`config.mk`:
```
export PLATFORM = sky130hd
export DESIGN_NAME = uart_rx_os
export DESIGN_NICKNAME = d
export VERILOG_FILES = /design/src/rtl/uart_pkg.sv /design/src/rtl/uart_baud_tick.sv /design/src/rtl/uart_rx_os.sv
export SDC_FILE = /design/constraint.sdc
export NUM_CORES = 1
export LEC_CHECK = 0
export ABC_CLOCK_PERIOD_IN_PS = 1700
export BUFFER_PORTS_ARGS = -buffer_cell sky130_fd_sc_hd__buf_2
export CORE_MARGIN = 5
export CORE_UTILIZATION = 50
export CTS_BUF_LIST = sky130_fd_sc_hd__clkbuf_16
export DETAILED_ROUTE_END_ITERATION = 10
export PLACE_DENSITY = 0.73
export SLEW_MARGIN = 20
export SYNTH_ARGS = -nofsm -noshare
export SYNTH_HDL_FRONTEND = slang
export SYNTH_HIERARCHICAL = 1
export SYNTH_SLANG_ARGS = --single-unit
```
`constraint.sdc`:
```
create_clock -name clk -period 1.7 [get_ports clk]
set_input_delay 0.17 -clock clk [delete_from_list [all_inputs] [get_ports clk]]
set_output_delay 0.17 -clock clk [all_outputs]
set_load 0.05 [all_outputs]
```
`src/rtl/uart_pkg.sv`:
```
// ---------------------------------------------------------------------------
// uart_pkg
//
// Shared types and constants for the oversampling UART receiver.
//
// Contents:
//   rx_state_t   - receiver FSM state encoding
//   OSR_DEFAULT  - ticks per bit the receiver is built around (16)
//   SAMPLE_MID   - centre oversample index; bits are voted from
//                  SAMPLE_MID-1, SAMPLE_MID and SAMPLE_MID+1
//   baud_div()   - clock cycles per oversample tick, never below 1
// ---------------------------------------------------------------------------
package uart_pkg;

    typedef enum logic [2:0] {
        IDLE,
        START,
        DATA,
        PARITY,
        STOP
    } rx_state_t;

    localparam int OSR_DEFAULT = 16;
    localparam int SAMPLE_MID  = 8;

    // Integer divider from system clock to oversample tick.
    // A baud rate too high for the clock clamps to a tick every cycle.
    function automatic int baud_div(input int clk_freq, input int baud, input int osr);
        int d;
        d = clk_freq / (baud * osr);
        if (d < 1) begin
            d = 1;
        end
        return d;
    endfunction

endpackage

```
`src/rtl/uart_baud_tick.sv`:
```
// ---------------------------------------------------------------------------
// uart_baud_tick
//
// Free-running divider that produces the oversampling strobe.
// The counter runs 0..DIV-1 and tick is high for the single cycle in
// which the counter sits at DIV-1.
//
// Parameters:
//   DIV   - clock cycles per tick (>= 1)
//
// Ports:
//   clk   in   system clock, rising edge
//   rst   in   asynchronous reset, active low
//   tick  out  one-cycle strobe every DIV cycles
// ---------------------------------------------------------------------------
module uart_baud_tick #(
    parameter int DIV = 1
) (
    input  logic clk,
    input  logic rst,
    output logic tick
);

    localparam int             CW   = (DIV > 1) ? $clog2(DIV) : 1;
    localparam logic [CW-1:0]  LAST = CW'(DIV - 1);

    logic [CW-1:0] cnt;

    always_ff @(posedge clk or negedge rst) begin
        if (!rst) begin
            cnt <= '0;
        end else if (cnt == LAST) begin
            cnt <= '0;
        end else begin
            cnt <= cnt + CW'(1);
        end
    end

    assign tick = (cnt == LAST);

endmodule

```
`src/rtl/uart_rx_os.sv`:
```
// ---------------------------------------------------------------------------
// uart_rx_os
//
// 16x oversampling UART receiver, 8 data bits, LSB first, idle high,
// one stop bit. The rx pin is double-flopped, the start bit is confirmed
// at its middle, and every data/stop bit is decided by a 3-sample
// majority vote around the bit centre. Completed bytes are offered on a
// valid/ready handshake with a single holding register.
//
// Optional feature macro: UART_RX_PARITY_EN
//   defined   - a parity bit follows the data (PARITY_ODD selects sense),
//               mismatches pulse parity_err and discard the byte
//   undefined - plain 8N1, no parity_err port
//
// Parameters:
//   CLK_FREQ    system clock in Hz
//   BAUD_RATE   serial bit rate
//   OSR         ticks per bit (only 16 is supported)
//   PARITY_ODD  0 = even parity, 1 = odd parity (parity build only)
//
// Ports:
//   clk         in   system clock, rising edge
//   rst         in   asynchronous reset, active low
//   rx          in   serial line, asynchronous, idle high
//   rx_data     out  received byte, held while rx_valid is high
//   rx_valid    out  byte available
//   rx_ready    in   consumer takes the byte when rx_valid && rx_ready
//   frame_err   out  one-cycle pulse: stop bit voted 0
//   overrun     out  one-cycle pulse: finished byte dropped, holder full
//   busy        out  receiver is inside a frame
//   parity_err  out  one-cycle pulse: parity mismatch (parity build only)
// ---------------------------------------------------------------------------
module uart_rx_os
    import uart_pkg::*;
#(
    parameter int CLK_FREQ   = 1000000,
    parameter int BAUD_RATE  = 9600,
    parameter int OSR        = OSR_DEFAULT,
    parameter int PARITY_ODD = 0
) (
    input  logic       clk,
    input  logic       rst,
    input  logic       rx,
    output logic [7:0] rx_data,
    output logic       rx_valid,
    input  logic       rx_ready,
    output logic       frame_err,
    output logic       overrun,
`ifdef UART_RX_PARITY_EN
    output logic       parity_err,
`endif
    output logic       busy
);

    localparam int         DIV     = baud_div(CLK_FREQ, BAUD_RATE, OSR);
    localparam logic [3:0] OS_LAST = 4'(OSR_DEFAULT - 1);
    localparam logic [3:0] OS_S7   = 4'(SAMPLE_MID - 1);
    localparam logic [3:0] OS_S8   = 4'(SAMPLE_MID);
    localparam logic [3:0] OS_S9   = 4'(SAMPLE_MID + 1);

    logic       sync1;
    logic       rx_s;
    logic       tick;

    rx_state_t  state;
    rx_state_t  state_next;

    logic [3:0] os_cnt;
    logic [2:0] bit_idx;
    logic [7:0] shreg;
    logic       samp7;
    logic       samp8;
    logic       maj;

    logic       stop_done;
    logic       frame_bad;
    logic       byte_good;
    logic       par_ok;
    logic       load;

`ifdef UART_RX_PARITY_EN
    localparam logic PAR_ODD = (PARITY_ODD != 0);
    logic       par_bad;
`endif

    // Two-flop synchroniser; flops reset to the idle level so a reset
    // release never looks like a start edge by itself.
    always_ff @(posedge clk or negedge rst) begin
        if (!rst) begin
            sync1 <= 1'b1;
            rx_s  <= 1'b1;
        end else begin
            sync1 <= rx;
            rx_s  <= sync1;
        end
    end

    uart_baud_tick #(
        .DIV (DIV)
    ) u_tick (
        .clk  (clk),
        .rst  (rst),
        .tick (tick)
    );

    // Vote of the three centre samples. Samples 7 and 8 are already
    // registered; sample 9 is the live rx_s, so the result is only
    // meaningful on the os_cnt=9 tick.
    assign maj = (samp7 & samp8) | (samp7 & rx_s) | (samp8 & rx_s);

    // State register.
    always_ff @(posedge clk or negedge rst) begin
        if (!rst) begin
            state <= IDLE;
        end else begin
            state <= state_next;
        end
    end

    // Next-state logic; the FSM only moves on tick cycles. STOP leaves
    // at sample 9 instead of 15 so a back-to-back start edge that lands
    // slightly early is still caught from IDLE.
    always_comb begin
        state_next = state;
        if (tick) begin
            case (state)
                IDLE: begin
                    if (!rx_s) begin
                        state_next = START;
                    end
                end
                START: begin
                    if ((os_cnt == OS_S7) && rx_s) begin
                        state_next = IDLE;
                    end else if (os_cnt == OS_LAST) begin
                        state_next = DATA;
                    end
                end
                DATA: begin
                    if ((os_cnt == OS_LAST) && (bit_idx == 3'd7)) begin
`ifdef UART_RX_PARITY_EN
                        state_next = PARITY;
`else
                        state_next = STOP;
`endif
                    end
                end
`ifdef UART_RX_PARITY_EN
                PARITY: begin
                    if (os_cnt == OS_LAST) begin
                        state_next = STOP;
                    end
                end
`endif
                STOP: begin
                    if (os_cnt == OS_S9) begin
                        state_next = IDLE;
                    end
                end
                default: begin
                    state_next = IDLE;
                end
            endcase
        end
    end

    // Output / decision logic derived from the current state.
    always_comb begin
        busy      = (state != IDLE);
        stop_done = tick && (state == STOP) && (os_cnt == OS_S9);
`ifdef UART_RX_PARITY_EN
        par_ok    = !par_bad;
`else
        par_ok    = 1'b1;
`endif
        frame_bad = stop_done && !maj;
        byte_good = stop_done && maj && par_ok;
        load      = byte_good && (!rx_valid || rx_ready);
    end

    // Bit-timing datapath. os_cnt restarts on every state change and
    // simply wraps 15->0 between consecutive data bits.
    always_ff @(posedge clk or negedge rst) begin
        if (!rst) begin
            os_cnt  <= '0;
            bit_idx <= '0;
            shreg   <= '0;
            samp7   <= 1'b0;
            samp8   <= 1'b0;
`ifdef UART_RX_PARITY_EN
            par_bad <= 1'b0;
`endif
        end else if (tick) begin
            if ((state == IDLE) || (state_next != state)) begin
                os_cnt <= '0;
            end else begin
                os_cnt <= os_cnt + 4'd1;
            end

            if (state == START) begin
                bit_idx <= '0;
            end else if ((state == DATA) && (os_cnt == OS_LAST)) begin
                bit_idx <= bit_idx + 3'd1;
            end

            if (os_cnt == OS_S7) begin
                samp7 <= rx_s;
            end
            if (os_cnt == OS_S8) begin
                samp8 <= rx_s;
            end

            // LSB arrives first, so shifting right leaves bit 0 in shreg[0]
            // after the eighth bit.
            if ((state == DATA) && (os_cnt == OS_S9)) begin
                shreg <= {maj, shreg[7:1]};
            end

`ifdef UART_RX_PARITY_EN
            if ((state == PARITY) && (os_cnt == OS_S9)) begin
                par_bad <= (maj != ((^shreg) ^ PAR_ODD));
            end
`endif
        end
    end

    // Holding register and status pulses. A load may coincide with the
    // consumer taking the previous byte; otherwise a full holder drops
    // the new byte and flags overrun.
    always_ff @(posedge clk or negedge rst) begin
        if (!rst) begin
            rx_data    <= '0;
            rx_valid   <= 1'b0;
            frame_err  <= 1'b0;
            overrun    <= 1'b0;
`ifdef UART_RX_PARITY_EN
            parity_err <= 1'b0;
`endif
        end else begin
            frame_err  <= frame_bad;
            overrun    <= byte_good && !load;
`ifdef UART_RX_PARITY_EN
            parity_err <= stop_done && par_bad;
`endif
            if (load) begin
                rx_data  <= shreg;
                rx_valid <= 1'b1;
            end else if (rx_valid && rx_ready) begin
                rx_valid <= 1'b0;
            end
        end
    end

endmodule

```
==> summary.md <==
| Metric | Value |
|---|---|
| CORE AREA | 3280 um^2 |
| Placer Congestion | 0.848 |
| Routed length per instance | 14.7 um |
| Most common cell after layout, fill and taps aside | dfrtp_1 |
| First-pass GRT wire length | 5290 um |
| Clk_skew | 3.53 ps |
| Crit-path cells | ha_2 > ha_2 > and4_4 > and3_4 > a211oi_4 > nand2_2 > o221ai_2 |
| Final worst-path cycle share | 102% |
| Port buffer count | 15 |
| Synth area leaders | dfrtp_1 (51%), mux2_2 (14%), ha_1 (3.8%) |
| CP dominant cell by count | ha_2 |
| Worst Path Required | 1900 ps |
| Sequential share of the synthesized area | 54.2% |
| Syn_nets | 149 |
| Max clock buf depth | 2 |
| FMAX | 578 MHz |
| Placed insts | 209 |
| CTS sink count | 36 |
| RSZ-0062 raised after global routing | yes |
| Top cell type by total area after synthesis | dfrtp_1 |
| Via density | 5.22 |
| Synth Instances | 140 |
| N_diodes | 0 |
| Crit path buf inv count | 0 |
| HP Class | in2reg |
| Routed via count | 1,163 |
| Hold_ws | 245 ps |
| Skew-Pair Late Insertion Delay | 280 ps |
| Cell variety after synth | 38 |
| Post-route setup slack | -31.0 ps |
| Final number of setup-violating endpoints | 3 |
| Max-Cap Viols | 0 |
| Vias in the first global route | 1,174 |
| Die Wd | 67.8 um |
| Worst Hold End | rx_valid |
| Root Buffer | clkbuf_16 |
| Kind of critical path | reg2reg |
| Synthesized flop and latch total | 36 |
| Layout cell share with drive strength beyond 1 | 44.6% |
| Row count | 21 |
| Synthesis Warnings | 6 |
| Max-slew headroom | 62.0% |
| Antenna violations before repair | 0 |
| Crit-path slowest cell | dfrtp_1 |
| Non-Filler Cell Area, Final | 2140 um^2 |
| Initial DRC count | 104 |
| Crit. End Element | flip-flop |
| Clk slew on worst S/H paths | 50 ps |
| Most frequent cells in the layout | dfrtp_1 (34), mux2_2 (20), buf_4 (18) |
| Status | finished with violations |
| Peak VDD IR | 0.767 mV |
| Num CTS Buffers | 5 |
| DP HPWL | 2260 um |
| Post-DP Area | 1870 um^2 |
| Die area | 4590 um^2 |
| Worst-Margin Slew | 555 ps |
| Mapped cell area | 1670 um^2 |
| Startpoint Class | flip-flop |
| Remaining global-route overflow | 0 |
| Starting Density | 50.8% |
| Hold depth | 3 |
| Critical R2R Capture | os_cnt[3] |
| Residual DRC | 0 |
| Final worst path period need | 1730 ps |
| Max H-tree Level | 2 |
| Syn_area_per_cell | 11.9 um^2 |
| Failing checks | negative setup slack |
| RR Startpoint | bit_idx[0] |
| Final nets | 185 |
| Final wirelength | 3290 um |
| Leak | 0.00107 uW |
| IO Pins | 16 |
| Antenna Violating Nets Remaining | 0 |
| Synth top area share | 51.0% |
| Worst Min Path Start | rx_ready |
| Non-filler cells, final | 223 |
| Largest net degree at the start of global routing | 37 |
| Worst Path Arrival | 1930 ps |
| Max stage delay on crit path | 390 ps |
| TritonRoute pass-1 iters | 4 |
| Synth-to-Final Area Change | 28.6% |
| Fill count | 251 |
| Hold Vio Cnt, Final | 0 |
| CTS tree | built |
| All-Layer GR Usage | 15.9% |
| Final Max Tran Viols | 0 |
| Crit path max-delay family | simple AND/OR/NAND/NOR gates |
| R2R depth | 7 |
| Vert. Die Dim | 67.8 um |
| Top fanout value on the critical path | 4 |
| R2R setup slack | -30 ps |
| Power per cell area | 1140 nW/um^2 |
| Final core utilization | 65.3% |
==> repair_timing <==
action / CTS / global route
resized for setup: 3 / 16
pin swaps: 5 / 5
hold buffers: 2 / 0
setup endpoints to repair: 12 / 14
buffers inserted: 2 / 2
hold endpoints to repair: 35 / 0
==> worst min-delay path: cells and delay by family <==
family | cells | cell delay [ps]
buf+inv | 1 | 70
simple gates | 2 | 250
==> state kept, by name (all words and copies together), names as in the netlist <==
signal and cells:
samp7 1, frame_err 1, sync1 1, samp8 1, os_cnt 4, rx_valid 1
overrun 1, u_tick/cnt 3, rx_s 1, rx_data 8, state 3, bit_idx 3
shreg 8
==> power by group <==
part           total (uW)  switching (uW)  leakage [uW]  internal (uW)
combinational         429             240      0.000507            188
sequential           1020            94.0      0.000480            923
clock                1000             321     0.0000789            680
==> cell type report <==
class	instances	area, um^2	share of cell area (%)
clock inverter	3	37.5	1.75
inverter	8	30.0	1.40
tap	46	57.6	2.68
sequential	36	903	42.1
clock buffer	5	125	5.83
multi-input combinational	90	761	35.5
timing repair buffer	35	230	10.7
==> stage by stage <==
step | setup slack, ps | setup TNS [ps] | total power, uW
after floorplan | 2.58 | 0 | 1250
after global placement | -28.9 | -28.9 | 1370
after detailed placement | -70.8 | -237 | 1380
after CTS | -57.8 | -240 | 2400
after global routing | -123 | -454 | 2560
final | -31.0 | -72.4 | 2450
==> worst max-delay path by stage <==
stage | to | slack (ps) | cells past startpoint | start
floorplan | rx_data[0] | 3 | 6 | u_tick/cnt[0]
global placement | os_cnt[3] | -30 | 7 | bit_idx[0]
detailed placement | os_cnt[1] | -70 | 7 | bit_idx[0]
CTS | os_cnt[1] | -60 | 7 | bit_idx[1]
global route | os_cnt[3] | -120 | 7 | bit_idx[0]
finish | os_cnt[3] | -30 | 7 | bit_idx[0]
==> routing by layer <==
layer	up-vias	wire, um	part of all wire (%)	track usage (%)
li1	567	-	-	-
met1	571	1400	43	18.4
met2	17	1700	52	26.7
met3	8	135	4.1	5.66
met4	0	48	1.5	6.08
met5	-	0	0	0
==> logic make-up (layout without fill, tap and decap cells) <==
kind of cell,after synthesis,in the layout,share of synthesized area (%)
AO/OA/AOI/OAI,17,17,7.73
multiplexers,22,22,14.8
buffers and inverters,14,51,3.75
flip-flops,36,36,54.2
adder cells (fa/ha/maj),6,6,4.35
AND/OR/NAND/NOR,45,45,15.2
==> synth_stat cells <==
cell and instances:
dfrtp_1 34, mux2_2 21, nand2_1 10, inv_1 7, nor2_1 6, and3_1 5
ha_1 5, nand3_1 5, nand2b_1 4, nor2b_1 4, o21ai_0 3, o22ai_1 3
and4_1 2, buf_2 2, buf_4 2, clkbuf_1 2, dfstp_2 2, nand4_1 2
o211ai_1 2, a2111oi_0 1, a211oi_2 1, a21o_1 1, a31oi_1 1, a32oi_1 1
a41oi_1 1, and2_1 1, and3_2 1, inv_2 1, maj3_1 1, mux2i_1 1
nand3_4 1, nand3b_1 1, nor3_1 1, nor3b_1 1, nor4_1 1, o21ai_1 1
o221ai_2 1, o31ai_1 1
Power figures use the tool's default switching activity.
